File: config.mk
export PLATFORM = sky130hd
export DESIGN_NAME = lcd_sequencer
export DESIGN_NICKNAME = d
export VERILOG_FILES = /design/src/rtl/lcd_pkg.sv /design/src/rtl/lcd_delay_counter.sv /design/src/rtl/lcd_sequencer.sv
export SDC_FILE = /design/constraint.sdc
export NUM_CORES = 1
export LEC_CHECK = 0
export ABC_CLOCK_PERIOD_IN_PS = 3200
export CORE_ASPECT_RATIO = 0.8
export CORE_MARGIN = 2
export CORE_UTILIZATION = 29
export DETAILED_ROUTE_END_ITERATION = 12
export REMOVE_ABC_BUFFERS = 1
export SYNTH_ARGS = -nofsm -noshare
export SYNTH_HDL_FRONTEND = slang
export SYNTH_SLANG_ARGS = --single-unit
File: constraint.sdc
create_clock -name clk -period 3.2 [get_ports clk]
set_clock_uncertainty 0.15 [all_clocks]
set_input_delay 0.48 -clock clk [delete_from_list [all_inputs] [get_ports clk]]
set_output_delay 0.48 -clock clk [all_outputs]
set_load 0.01 [all_outputs]
File: src/rtl/lcd_pkg.sv
// -----------------------------------------------------------------------------
// lcd_pkg
// Shared definitions for the LCD word sequencer:
//   - lcd_seq_state_t : sequencer FSM state encoding
//   - LCD_RS_BIT      : position of the register-select bit in a 9-bit word
//   - LCD_CMD_CLEAR   : HD44780 "clear display" command byte
//   - is_long_cmd()   : flags words that need the long execution wait
//                       (clear display 0x01, return home 0x02/0x03)
// -----------------------------------------------------------------------------
package lcd_pkg;

  typedef enum logic [2:0] {
    ST_POWERUP,
    ST_IDLE,
    ST_FETCH,
    ST_SETUP,
    ST_PULSE,
    ST_HOLD,
    ST_WAIT,
    ST_DONE
  } lcd_seq_state_t;

  localparam int         LCD_RS_BIT      = 8;
  localparam logic [7:0] LCD_CMD_CLEAR   = 8'h01;
  // Return-home is 0000_001x: bit 0 is don't-care.
  localparam logic [6:0] LCD_CMD_HOME_HI = 7'b000_0001;

  // Only instruction-register writes (RS=0) can be slow commands.
  function automatic logic is_long_cmd(input logic [8:0] word);
    return !word[LCD_RS_BIT] &&
           ((word[7:0] == LCD_CMD_CLEAR) || (word[7:1] == LCD_CMD_HOME_HI));
  endfunction

endpackage

File: src/rtl/lcd_delay_counter.sv
// -----------------------------------------------------------------------------
// lcd_delay_counter
// 32-bit loadable down-counter that times every delayed state of the
// sequencer. To wait N cycles the owner loads N-1 on the edge that enters the
// state and leaves on the cycle where zero is high. The counter stops at 0.
// Ports:
//   clk        : system clock
//   rst        : asynchronous active-low reset (loads RESET_VALUE)
//   load       : load load_value on the next edge
//   load_value : value to load
//   zero       : count is 0
// -----------------------------------------------------------------------------
module lcd_delay_counter #(
  parameter logic [31:0] RESET_VALUE = 32'd0
) (
  input  logic        clk,
  input  logic        rst,
  input  logic        load,
  input  logic [31:0] load_value,
  output logic        zero
);

  logic [31:0] count;

  always_ff @(posedge clk or negedge rst) begin
    if (!rst) begin
      count <= RESET_VALUE;
    end else if (load) begin
      count <= load_value;
    end else if (count != 32'd0) begin
      count <= count - 32'd1;
    end
  end

  assign zero = (count == 32'd0);

endmodule

File: src/rtl/lcd_sequencer.sv
// -----------------------------------------------------------------------------
// lcd_sequencer
// Plays NUM_ENTRIES 9-bit words from the LCD word memory (addresses 0 upward)
// onto an HD44780-style bus with programmable setup / E-high / hold / execution
// timing. After reset it waits POWERUP_CYC cycles before accepting start.
// Ports:
//   clk      : system clock
//   rst      : asynchronous active-low reset
//   start    : one-cycle request to play the whole sequence
//   rd_addr  : word memory read address (equals the current entry index)
//   rd_data  : word memory read data, combinational from rd_addr; bits [8:0]
//   lcd_rs   : register select (word bit 8)
//   lcd_rw   : read/write, tied to write (0)
//   lcd_e    : enable strobe, registered
//   lcd_data : DB[7:0] (word bits 7:0)
//   busy     : high in every state except IDLE
//   done     : one-cycle pulse after the last entry's execution wait
// Handshake: start is a plain request sampled only in IDLE; it is not queued,
// and busy low is the only indication that a request will be taken.
// -----------------------------------------------------------------------------
module lcd_sequencer
  import lcd_pkg::*;
#(
  parameter int NUM_ENTRIES   = 40,
  parameter int ADDR_W        = 6,
  parameter int DATA_W        = 32,
  parameter int POWERUP_CYC   = 750000,
  parameter int SETUP_CYC     = 4,
  parameter int E_HIGH_CYC    = 12,
  parameter int HOLD_CYC      = 4,
  parameter int EXEC_CYC      = 2000,
  parameter int LONG_EXEC_CYC = 82000
) (
  input  logic              clk,
  input  logic              rst,
  input  logic              start,
  output logic [ADDR_W-1:0] rd_addr,
  input  logic [DATA_W-1:0] rd_data,
  output logic              lcd_rs,
  output logic              lcd_rw,
  output logic              lcd_e,
  output logic [7:0]        lcd_data,
  output logic              busy,
  output logic              done
);

  // Counter preloads are N-1 so that a stage lasts exactly N cycles.
  localparam logic [31:0] POWERUP_LOAD = 32'(POWERUP_CYC - 1);
  localparam logic [31:0] SETUP_LOAD   = 32'(SETUP_CYC - 1);
  localparam logic [31:0] PULSE_LOAD   = 32'(E_HIGH_CYC - 1);
  localparam logic [31:0] HOLD_LOAD    = 32'(HOLD_CYC - 1);
  localparam logic [31:0] EXEC_LOAD    = 32'(EXEC_CYC - 1);
  localparam logic [31:0] LONG_LOAD    = 32'(LONG_EXEC_CYC - 1);
  localparam logic [ADDR_W-1:0] LAST_INDEX = ADDR_W'(NUM_ENTRIES - 1);

  lcd_seq_state_t    state;
  logic [ADDR_W-1:0] index;
  logic              cnt_load;
  logic [31:0]       cnt_value;
  logic              cnt_zero;

  // Only the low nine bits of a memory word carry LCD information.
  logic unused_rd_bits;
  assign unused_rd_bits = ^rd_data[DATA_W-1:LCD_RS_BIT+1];

  assign rd_addr = index;
  assign lcd_rw  = 1'b0;

  lcd_delay_counter #(
    .RESET_VALUE(POWERUP_LOAD)
  ) u_delay (
    .clk       (clk),
    .rst       (rst),
    .load      (cnt_load),
    .load_value(cnt_value),
    .zero      (cnt_zero)
  );

  // Counter reload for the stage being entered on this edge. FETCH is a fixed
  // single cycle and IDLE/DONE are untimed, so they never load.
  always_comb begin
    cnt_load  = 1'b0;
    cnt_value = 32'd0;
    case (state)
      ST_FETCH: begin
        cnt_load  = 1'b1;
        cnt_value = SETUP_LOAD;
      end
      ST_SETUP: begin
        cnt_load  = cnt_zero;
        cnt_value = PULSE_LOAD;
      end
      ST_PULSE: begin
        cnt_load  = cnt_zero;
        cnt_value = HOLD_LOAD;
      end
      ST_HOLD: begin
        cnt_load  = cnt_zero;
        cnt_value = is_long_cmd({lcd_rs, lcd_data}) ? LONG_LOAD : EXEC_LOAD;
      end
      default: ;
    endcase
  end

  always_ff @(posedge clk or negedge rst) begin
    if (!rst) begin
      state    <= ST_POWERUP;
      index    <= '0;
      lcd_rs   <= 1'b0;
      lcd_data <= 8'h00;
      lcd_e    <= 1'b0;
      busy     <= 1'b1;
      done     <= 1'b0;
    end else begin
      done <= 1'b0;
      case (state)
        ST_POWERUP: begin
          if (cnt_zero) begin
            state <= ST_IDLE;
            busy  <= 1'b0;
          end
        end
        ST_IDLE: begin
          if (start) begin
            state <= ST_FETCH;
            busy  <= 1'b1;
            index <= '0;
          end
        end
        ST_FETCH: begin
          // The bus word changes only here and stays put until the next FETCH.
          lcd_rs   <= rd_data[LCD_RS_BIT];
          lcd_data <= rd_data[7:0];
          state    <= ST_SETUP;
        end
        ST_SETUP: begin
          if (cnt_zero) begin
            lcd_e <= 1'b1;
            state <= ST_PULSE;
          end
        end
        ST_PULSE: begin
          if (cnt_zero) begin
            lcd_e <= 1'b0;
            state <= ST_HOLD;
          end
        end
        ST_HOLD: begin
          if (cnt_zero) begin
            state <= ST_WAIT;
          end
        end
        ST_WAIT: begin
          if (cnt_zero) begin
            if (index == LAST_INDEX) begin
              state <= ST_DONE;
              done  <= 1'b1;
            end else begin
              index <= index + ADDR_W'(1);
              state <= ST_FETCH;
            end
          end
        end
        ST_DONE: begin
          state <= ST_IDLE;
          busy  <= 1'b0;
          index <= '0;
        end
        default: begin
          state <= ST_POWERUP;
          lcd_e <= 1'b0;
          busy  <= 1'b1;
        end
      endcase
    end
  end

endmodule

### Word-level counts from Yosys, hierarchy flattened

Cells that the tools add are included.

* mux-type cells: 25
* equality and inequality tests: 17
* reduce and logical (&&, ||, !) cells: 16
* $add $sub $neg: 2

Operators by type and width (number)
* 32-bit 2-to-1 mux: 2
* 17-bit one-hot mux with 3 select lines: 1
* 32-bit zero test: 1
* 32-bit nonzero test: 1
* 32-bit by 1-bit subtractor with 32-bit output (second input constant): 1
* 3-bit one-hot mux with 8 select lines: 1
* 3-bit 2-to-1 mux: 7
* 6-bit 2-to-1 mux: 3
* 6-bit one-hot mux with 3 select lines: 1
* 17-bit 2-to-1 mux: 1
* 2-bit inequality test (second input constant): 7
* 3-bit == test (second input constant): 4
* 8-bit by 1-bit == test with 1-bit output (second input constant): 1
* 7-bit by 1-bit == test with 1-bit output (second input constant): 1
* 6-bit by 1-bit adder with 6-bit output (second input constant): 1
* 3-bit by 2-bit == test with 1-bit output (second input constant): 2
* 6-bit == test (second input constant): 1
* 1-bit 2-to-1 mux: 6
* 3-bit AND reduction: 2
* 6-bit AND reduction: 1
* 3-bit nonzero test: 2
* 1-bit one-hot mux with 2 select lines: 2
* 4-bit AND reduction: 1
* 2-bit nonzero test: 2
* other kinds (8): 8

* output and inout port bits: 19
* word-level logic and storage cells: 68
* bits of input ports: 35
* register bits after elaboration: 53

### Logic depth before layout (Yosys ltp)

Gate-level depths: netlist of the first run.

* word-level depth: 6
* mapped depth: 9
* gate-level depth less buffers: 7

### Cells and area by module

Synthesis of the first run repeated with hierarchy kept, for this count alone.

* cells, all modules: 320
* area total of the unflattened synthesis: 3025.4 um^2

Modules (own cells, without submodules)
* lcd_delay_counter: area each 1909.3 um^2, times used 1, cells an instance 209, sequential area each 817.0 um^2
* lcd_sequencer: area each 1116.1 um^2, times used 1, cells an instance 111, sequential area each 526.8 um^2

### Worst setup path after synthesis of the first run

No wires, ideal clock.

* kind: reg-to-reg
* start: reg u_delay.count[20]
* end: reg u_delay.count[28]
* slack: 0.748 ns
* cell stages (with the launch flop): 7
* data arrival time: 2.168 ns
* required time: 2.916 ns
* path buffers: 1
* setup time: 0.134 ns
* clock period less this slack: 2.452 ns
* cell sequence: dfrtp_1 -> or4_4 -> nor4_4 -> nand4_2 -> o21ai_2 -> buf_2 -> a21oi_1

* cells in the longest elaborated chain, start to end: 3
* elaborated cells on any way between the ends: 7
* classes of those cells: 1 x add/sub; 3 x mux; 3 x reduce/logical

RTL lines
* start: declaration: RTL line lcd_delay_counter.sv:23 `logic [31:0] count;`
* start signal: assignment: RTL line lcd_delay_counter.sv:29 `count <= load_value;`
* start signal: assignment: RTL line lcd_delay_counter.sv:31 `count <= count - 32'd1;`
* 32-bit by 1-bit subtractor with 32-bit output / 32-bit zero test (equally long branches): RTL line lcd_delay_counter.sv:31, lcd_delay_counter.sv:35
* 32-bit 2-to-1 mux / 1-bit one-hot mux with 2 select lines (equally long branches): RTL line lcd_delay_counter.sv:30, lcd_sequencer.sv:84
* 32-bit 2-to-1 mux / 2-bit nonzero test (equally long branches)

Parallel ways exist; a longest one is shown, timed or not. The select of a mux whose other input is x is not followed.
A chain may end at the register's enable or synchronous reset.

### Worst setup path after layout of the first run

* start: reg u_delay.count[20]
* end: reg index[4], in the netlist rd_addr[4]

* cells in the longest elaborated chain, start to end: 3

RTL lines
* 32-bit zero test: RTL line lcd_delay_counter.sv:35 `assign zero = (count == 32'd0);`
* 2-bit inequality test (no line)
* 4-bit AND reduction (no line)
* end signal: assignment: RTL line lcd_sequencer.sv:159 `index <= index + ADDR_W'(1);`
* end: declaration: RTL line lcd_sequencer.sv:57 `logic [ADDR_W-1:0] index;`

Every way passes these cells.

==> results.md, run 1 <==
Critical path
• flop — element type at the critical path start
• 2.84 ns — Worst Path Arrival
• reg2reg — kind of critical path
• 7 — maximum fanout along the worst path
• flop — kind of capture point of the worst setup path
• 3.27 ns — required time reported for the critical path endpoint

Synth
• 0 — synth warn
• 9.15 um^2 — mean area per synthesized cell
• 100% — Synth async-reset ratio
• sky130_fd_sc_hd__dfrtp_1 — Most used DFF post-synth
• 341 — Syn Inst Count
• 53 — register bit count reported by yosys
• 43.1% — sequential element share of the synthesized area
• 58 — number of library cell types mapped by synthesis
• 0.00312 mm^2 — post-synthesis instance area
• 0 — count of flip-flops with a built-in enable after synthesis

Clock network
• 0 — hold_buf cts
• 0 — postcts setup bufs
• 0 — number of gates given a new drive strength after cts
• 0.29 ns — Clk Latency, worst-skew pair
• 2 — maximum buffer depth of the clock tree
• 5 — clock buffer count from CTS
• sky130_fd_sc_hd__clkbuf_16 — root buffer selected by CTS
• 53 — clock sink count
• 2 — number of levels in the clock H-tree
• done — clock tree from TritonCTS
• 0.07 ns — clock transition at the register clock pins on the worst setup and hold paths after CTS

Floorplan
• 54 — number of ports placed on the die boundary
• 0.0116 mm^2 — area enclosed by the die boundary
• 30.1% — initial standard-cell utilization of the core
• 120 um — chip width
• 0.0104 mm^2 — placeable core region
• 96.8 um — height of the chip
• 33 — Row Count

Placed design
• 508 — total instance count after detailed placement
• 29 — number of I/O port buffers
• 0.00361 mm^2 — cell area after placement
• 5570 um — half-perimeter wire length after placement
• 0.832 — RePlAce Congestion

GRT
• 0 — GRT overflow
• 2,574 — number of global-route vias before repair
• 36 — largest net degree at the start of global routing
• 13.7% — GRT Resource Usage Total
• 0 — antenna violations before repair
• 13,000 um — first-pass GRT wire length

Cells and area
• 0 — antenna diode count
• 0.00375 mm^2 — total non-filler cell area in the finished layout
• 1,059 — final-layout fill cell count
• 516 — final cell count without fillers
• 416 — nets@finish
• 14.1% — proportion of layout cells with a drive suffix above 1
• 20.3% — Synth-to-Final Area Change

STA
• 0 — Final Hold Violating Endpoints
• 0 — setup violation total in the final timing report
• 0 — Max Transition Viols Final
• 23.8% — worst slew slack as a fraction of its limit
• 361 MHz — f_max
• no — setup repair after global routing missed its margin
• 0 ns — setup total negative slack
• 2.77 ns — shortest clock period the worst path allows after layout
• 86.6% — period utilisation layout
• 1.13 ns — measured slew at the worst slew-check pin

Route
• 7750 um — total length of routed wires
• 0 — Antenna Nets Post-Route
• 178 — Starting DRT DRC Count
• 15.0 um — average wire length per cell after detail routing
• 2,736 — total number of vias
• 5.30 — mean number of vias per cell
• 0 — DRC viols
• 4 — number of iterations in the first detailed-routing pass

Status
• complete, no violations — status

Power and ir drop
• 333 mW/mm^2 — power density cells
• 0.168 mV — peak supply drop
• 20.3% — share of total power consumed by net switching
• 44.1% — power share of the clock group
• 996 uW — Internal Dissipation
• 254 uW — net switching power figure
• 2.3% — logic gate share of total power
• 53.6% — share of power burned in registers
• 1.49 nW — leakage power of the design

Flow run
• 0 — Max-cap violations

Worst hold path
• in2async — Tightest Hold Check Type

-- state kept, by name (all words and copies together), names as in the netlist --
name / count
busy: 1
lcd_rs: 1
state: 3
rd_addr: 6
u_delay.count: 32
done: 1
lcd_data: 8
lcd_e: 1
-- Yosys cell counts (all sizes together) (3+ instances only) --
library cell	number	area, um^2
nand2	48	185
dfrtp	39	976
a21oi	30	150
nor2	22	82.6
or4	18	146
o21ai	16	83.8
dfstp	14	368
nor4	14	139
o31ai	13	97.6
or3	13	81.3
nor3	12	60.1
inv	9	33.8
nand3	9	45.0
xnor2	9	78.8
clkbuf	8	30.0
buf	6	38.8
ha	6	75.1
and3	4	25.0
o21a	4	30.0
and2	3	18.8
nand4	3	40.0
o41ai	3	26.3
or2	3	18.8
-- final cells by class --
class / count / area (um^2) / area share, %
multi-input combinational: 265 / 1680 / 44.7
inverter: 9 / 33.8 / 0.900
clock buffer: 8 / 146 / 3.90
tap: 140 / 175 / 4.67
timing repair buffer: 41 / 375 / 10.0
sequential: 53 / 1340 / 35.8
-- critical path, cell delays in order (launching register included) --
cell                      delay, ns
sky130_fd_sc_hd__dfrtp_1       0.44
sky130_fd_sc_hd__or4_4         0.59
sky130_fd_sc_hd__nor4_4        0.46
sky130_fd_sc_hd__nand3_1       0.33
sky130_fd_sc_hd__or4_1         0.57
sky130_fd_sc_hd__a21oi_1       0.15
-- logic make-up after synthesis --
logic type	synth area share [%]
and+or+nand+nor	30.4
AOI/OAI and AO/OA	16.8
DFF	43.1
buffers and inverters	3.29
xor gates and xnor gates	2.81
adders and majority gates	2.41
muxes	1.04
other	0.120
-- power groups by stage --
| stage | clock [mW] | sequential (mW) | combinational [mW] |
|---|---|---|---|
| 2_1_floorplan | 0 | 0.683 | 0.000637 |
| 3_3_place_gp | 0 | 0.683 | 0.0298 |
| 3_5_place_dp | 0 | 0.683 | 0.0303 |
| 4_1_cts | 0.566 | 0.670 | 0.0303 |
| 5_1_grt | 0.591 | 0.670 | 0.0332 |
| 6_report | 0.551 | 0.670 | 0.0288 |
-- layer usage --
metal  share of wire [%]  track usage (%)  routed length (um)
met1                  49             20.3                3790
met2                  45             20.3                3520
met3                 5.3             3.24                 409
met4                0.46             2.53                  36
met5                   0                0                   0
-- metrics by stage --
stage          hold slack (ns)  power, mW  util (%)  setup WS [ns]
3_5_place_dp             0.334      0.713      34.8          0.473
2_1_floorplan           0.0344      0.683         -          0.346
3_3_place_gp             0.330      0.712      34.8          0.479
5_1_grt                  0.208       1.29      36.2          0.252
6_report                 0.129       1.25      36.2          0.428
4_1_cts                  0.168       1.27      36.2          0.449
-- cell usage in the layout (no fill, tap or decap), types with 9 or more instances in the layout --
cell type / netlist / routed
sky130_fd_sc_hd__a21oi_1: 30 / 30
sky130_fd_sc_hd__buf_4: 1 / 12
sky130_fd_sc_hd__clkdlybuf4s50_1: 0 / 28
sky130_fd_sc_hd__dfrtp_1: 39 / 39
sky130_fd_sc_hd__dfstp_2: 14 / 14
sky130_fd_sc_hd__inv_1: 9 / 9
sky130_fd_sc_hd__nand2_1: 46 / 46
sky130_fd_sc_hd__nand3_1: 9 / 9
sky130_fd_sc_hd__nor2_1: 22 / 22
sky130_fd_sc_hd__nor3_1: 12 / 11
sky130_fd_sc_hd__nor4_1: 10 / 10
sky130_fd_sc_hd__o21ai_0: 15 / 15
sky130_fd_sc_hd__o31ai_1: 13 / 13
sky130_fd_sc_hd__or3_1: 13 / 13
sky130_fd_sc_hd__or4_1: 15 / 15
sky130_fd_sc_hd__xnor2_1: 9 / 9
-- worst paths after layout --
check / start / to / slack [ns] / cells past startpoint
worst max register to register: u_delay.count[20] / rd_addr[4] / 0.43 / 5
worst min register to register: u_delay.count[13] / u_delay.count[13] / 0.35 / 2
min in group clk: u_delay.count[13] / u_delay.count[13] / 0.35 / 2
max in group asynchronous: rst / busy / 2.03 / 2
worst min-delay path: rst / u_delay.count[21] / 0.13 / 1
worst max-delay path: u_delay.count[20] / rd_addr[4] / 0.43 / 5
No activity file was read; power rests on OpenSTA's default activity.
==> run 2, diff against run 1 <==
- SLEW_MARGIN: default -> 20
==> run 2 against run 1 <==
Effect of this change:
- first-iteration DRC count down 5.6%
- largest cell class unchanged
- clock power about the same
- global-route usage is the same
- critical path type unchanged
- combinational power barely moved
==> results.md, run 2 (synthesis results as in run 1) <==
Status
• complete, no violations — status, unchanged

Critical path
• reg2reg — kind of critical path, unchanged
• u_delay.count[20] — critical path launch point, unchanged
• u_delay.count[20] — worst flop-to-flop path startpoint, unchanged
• rd_addr[4] — endpoint of the worst-slack reg-to-reg timing path, unchanged
• 5 — cell depth of the worst flop-to-flop path, unchanged
• flop — element type at the critical path start, unchanged
• 0.42 ns — Reg2Reg Setup Slack, was 0.43 ns
• 7 — maximum fanout along the worst path, unchanged
• flop — kind of capture point of the worst setup path, unchanged
• 3.27 ns — required time reported for the critical path endpoint, about the same
• 2.84 ns — Worst Path Arrival, about the same
• rd_addr[4] — crit path to, unchanged

Cells and area
• 32 — number of flip-flops under the largest register name, unchanged
• 516 — final cell count without fillers, unchanged
• u_delay.count — register ranked first by flip-flop count, unchanged
• 14.1% — proportion of layout cells with a drive suffix above 1, unchanged
• sky130_fd_sc_hd__nand2_1, sky130_fd_sc_hd__dfrtp_1, sky130_fd_sc_hd__a21oi_1 — leading cell types in the layout, fill and taps excluded, unchanged
• 1,059 — final-layout fill cell count, unchanged
• 0.00375 mm^2 — total non-filler cell area in the finished layout, unchanged
• 416 — nets@finish, unchanged
• 0 — antenna diode count, unchanged
• sky130_fd_sc_hd__nand2_1 — most common cell after layout, fill and taps aside, unchanged
• 20.3% — Synth-to-Final Area Change, unchanged

GRT
• 20.3% — met1 demand-to-capacity share in global routing, unchanged
• 20.3% — met2 Usage GRT, unchanged
• 36 — largest net degree at the start of global routing, unchanged
• 13.7% — GRT Resource Usage Total, unchanged
• 3.24% — met3 layer usage reported by global route, unchanged
• 0 — GRT overflow, unchanged
• 2,574 — number of global-route vias before repair, unchanged
• met1 — global-route layer with the greatest usage, unchanged
• 0 — antenna violations before repair, unchanged
• 13,000 um — first-pass GRT wire length, unchanged

Route
• 2,751 — total number of vias, was 2,736
• 0 — DRC viols, unchanged
• 7740 um — total length of routed wires, was 7750 um
• 0 — Antenna Nets Post-Route, unchanged
• 4 — number of iterations in the first detailed-routing pass, unchanged
• 15.0 um — average wire length per cell after detail routing, about the same
• 5.33 — mean number of vias per cell, was 5.30
• 168 — Starting DRT DRC Count, was 178

Floorplan
• 0.0104 mm^2 — placeable core region, unchanged
• 30.1% — initial standard-cell utilization of the core, unchanged
• 96.8 um — height of the chip, unchanged
• 120 um — chip width, unchanged
• 33 — Row Count, unchanged
• 0.0116 mm^2 — area enclosed by the die boundary, unchanged
• 54 — number of ports placed on the die boundary, unchanged

Placed design
• 0.832 — RePlAce Congestion, unchanged
• 0.00361 mm^2 — cell area after placement, unchanged
• 5570 um — half-perimeter wire length after placement, unchanged
• 508 — total instance count after detailed placement, unchanged
• 29 — number of I/O port buffers, unchanged

Power and ir drop
• 0.168 mV — peak supply drop, about the same
• 334 mW/mm^2 — power density cells, was 333 mW/mm^2
• 1.49 nW — leakage power of the design, about the same

Flow run
• 0 — Max-cap violations, unchanged

Clock network
• 53 — clock sink count, unchanged
• 0.29 ns — Clk Latency, worst-skew pair, about the same
• 5 — clock buffer count from CTS, unchanged
• 2 — number of levels in the clock H-tree, unchanged
• 0 — postcts setup bufs, unchanged
• 0 — number of gates given a new drive strength after cts, unchanged
• sky130_fd_sc_hd__clkbuf_16 — root buffer selected by CTS, unchanged
• 2 — maximum buffer depth of the clock tree, unchanged
• done — clock tree from TritonCTS, unchanged
• 0.07 ns — clock transition at the register clock pins on the worst setup and hold paths after CTS, about the same
• 0 — hold_buf cts, unchanged

STA
• 45.7% — worst slew slack as a fraction of its limit, was 23.8%
• 0.129 ns — worst hold margin, about the same
• 0 — setup violation total in the final timing report, unchanged
• 0 — Max Transition Viols Final, unchanged
• 2.78 ns — shortest clock period the worst path allows after layout, was 2.77 ns
• no — setup repair after global routing missed its margin, unchanged
• 360 MHz — f_max, was 361 MHz
• 0 ns — setup total negative slack, unchanged
• 0.815 ns — measured slew at the worst slew-check pin, was 1.13 ns
• 0 — Final Hold Violating Endpoints, unchanged
• 86.7% — period utilisation layout, was 86.6%

Worst hold path
• in2async — Tightest Hold Check Type, unchanged

==> run 2: cell counts in the layout (fill, tap and decap cells not counted) <==
Identical to the previous run, type by type.
==> run 2: area by class of cell <==
type | count | area (um^2) | area share, %
inverter | 9 | 33.8 | 0.900
timing repair buffer | 41 | 375 | 10.0
multi-input combinational | 265 | 1680 | 44.7
clock buffer | 8 | 146 | 3.90
tap | 140 | 175 | 4.67
sequential | 53 | 1340 | 35.8
==> run 2: per-layer routing <==
layer	part of all wire, %	wire (um)
met5	0	0
met4	0.31	24
met3	5.2	402
met2	45	3480
met1	49	3830
==> run 2: power breakdown <==
part           internal (mW)  switching, mW
logic                 0.0127         0.0162
registers              0.670              0
clock network          0.313          0.239
==> run 2: worst min path at each step <==
stage / startpoint / end / slack (ns) / depth (start not counted)
2_1_floorplan: rst / done / 0.03 / 0
3_3_place_gp: u_delay.count[13] / u_delay.count[13] / 0.33 / 2
3_5_place_dp: u_delay.count[13] / u_delay.count[13] / 0.33 / 2
4_1_cts: rst / u_delay.count[21] / 0.17 / 1
5_1_grt: rst / u_delay.count[21] / 0.21 / 1
6_report: rst / u_delay.count[21] / 0.13 / 1
==> run 2: worst max-delay path: stages, from the launching register on <==
cell and delay, ns:
sky130_fd_sc_hd__dfrtp_1 0.44, sky130_fd_sc_hd__or4_4 0.59, sky130_fd_sc_hd__nor4_4 0.46, sky130_fd_sc_hd__nand3_1 0.34, sky130_fd_sc_hd__or4_1 0.57, sky130_fd_sc_hd__a21oi_1 0.15
==> run 2: metrics by stage <==
step | power, mW | setup slack, ns | utilization [%]
2_1_floorplan | 0.683 | 0.346 | -
3_3_place_gp | 0.712 | 0.479 | 34.8
3_5_place_dp | 0.713 | 0.473 | 34.8
4_1_cts | 1.27 | 0.449 | 36.2
5_1_grt | 1.29 | 0.252 | 36.2
6_report | 1.25 | 0.424 | 36.2
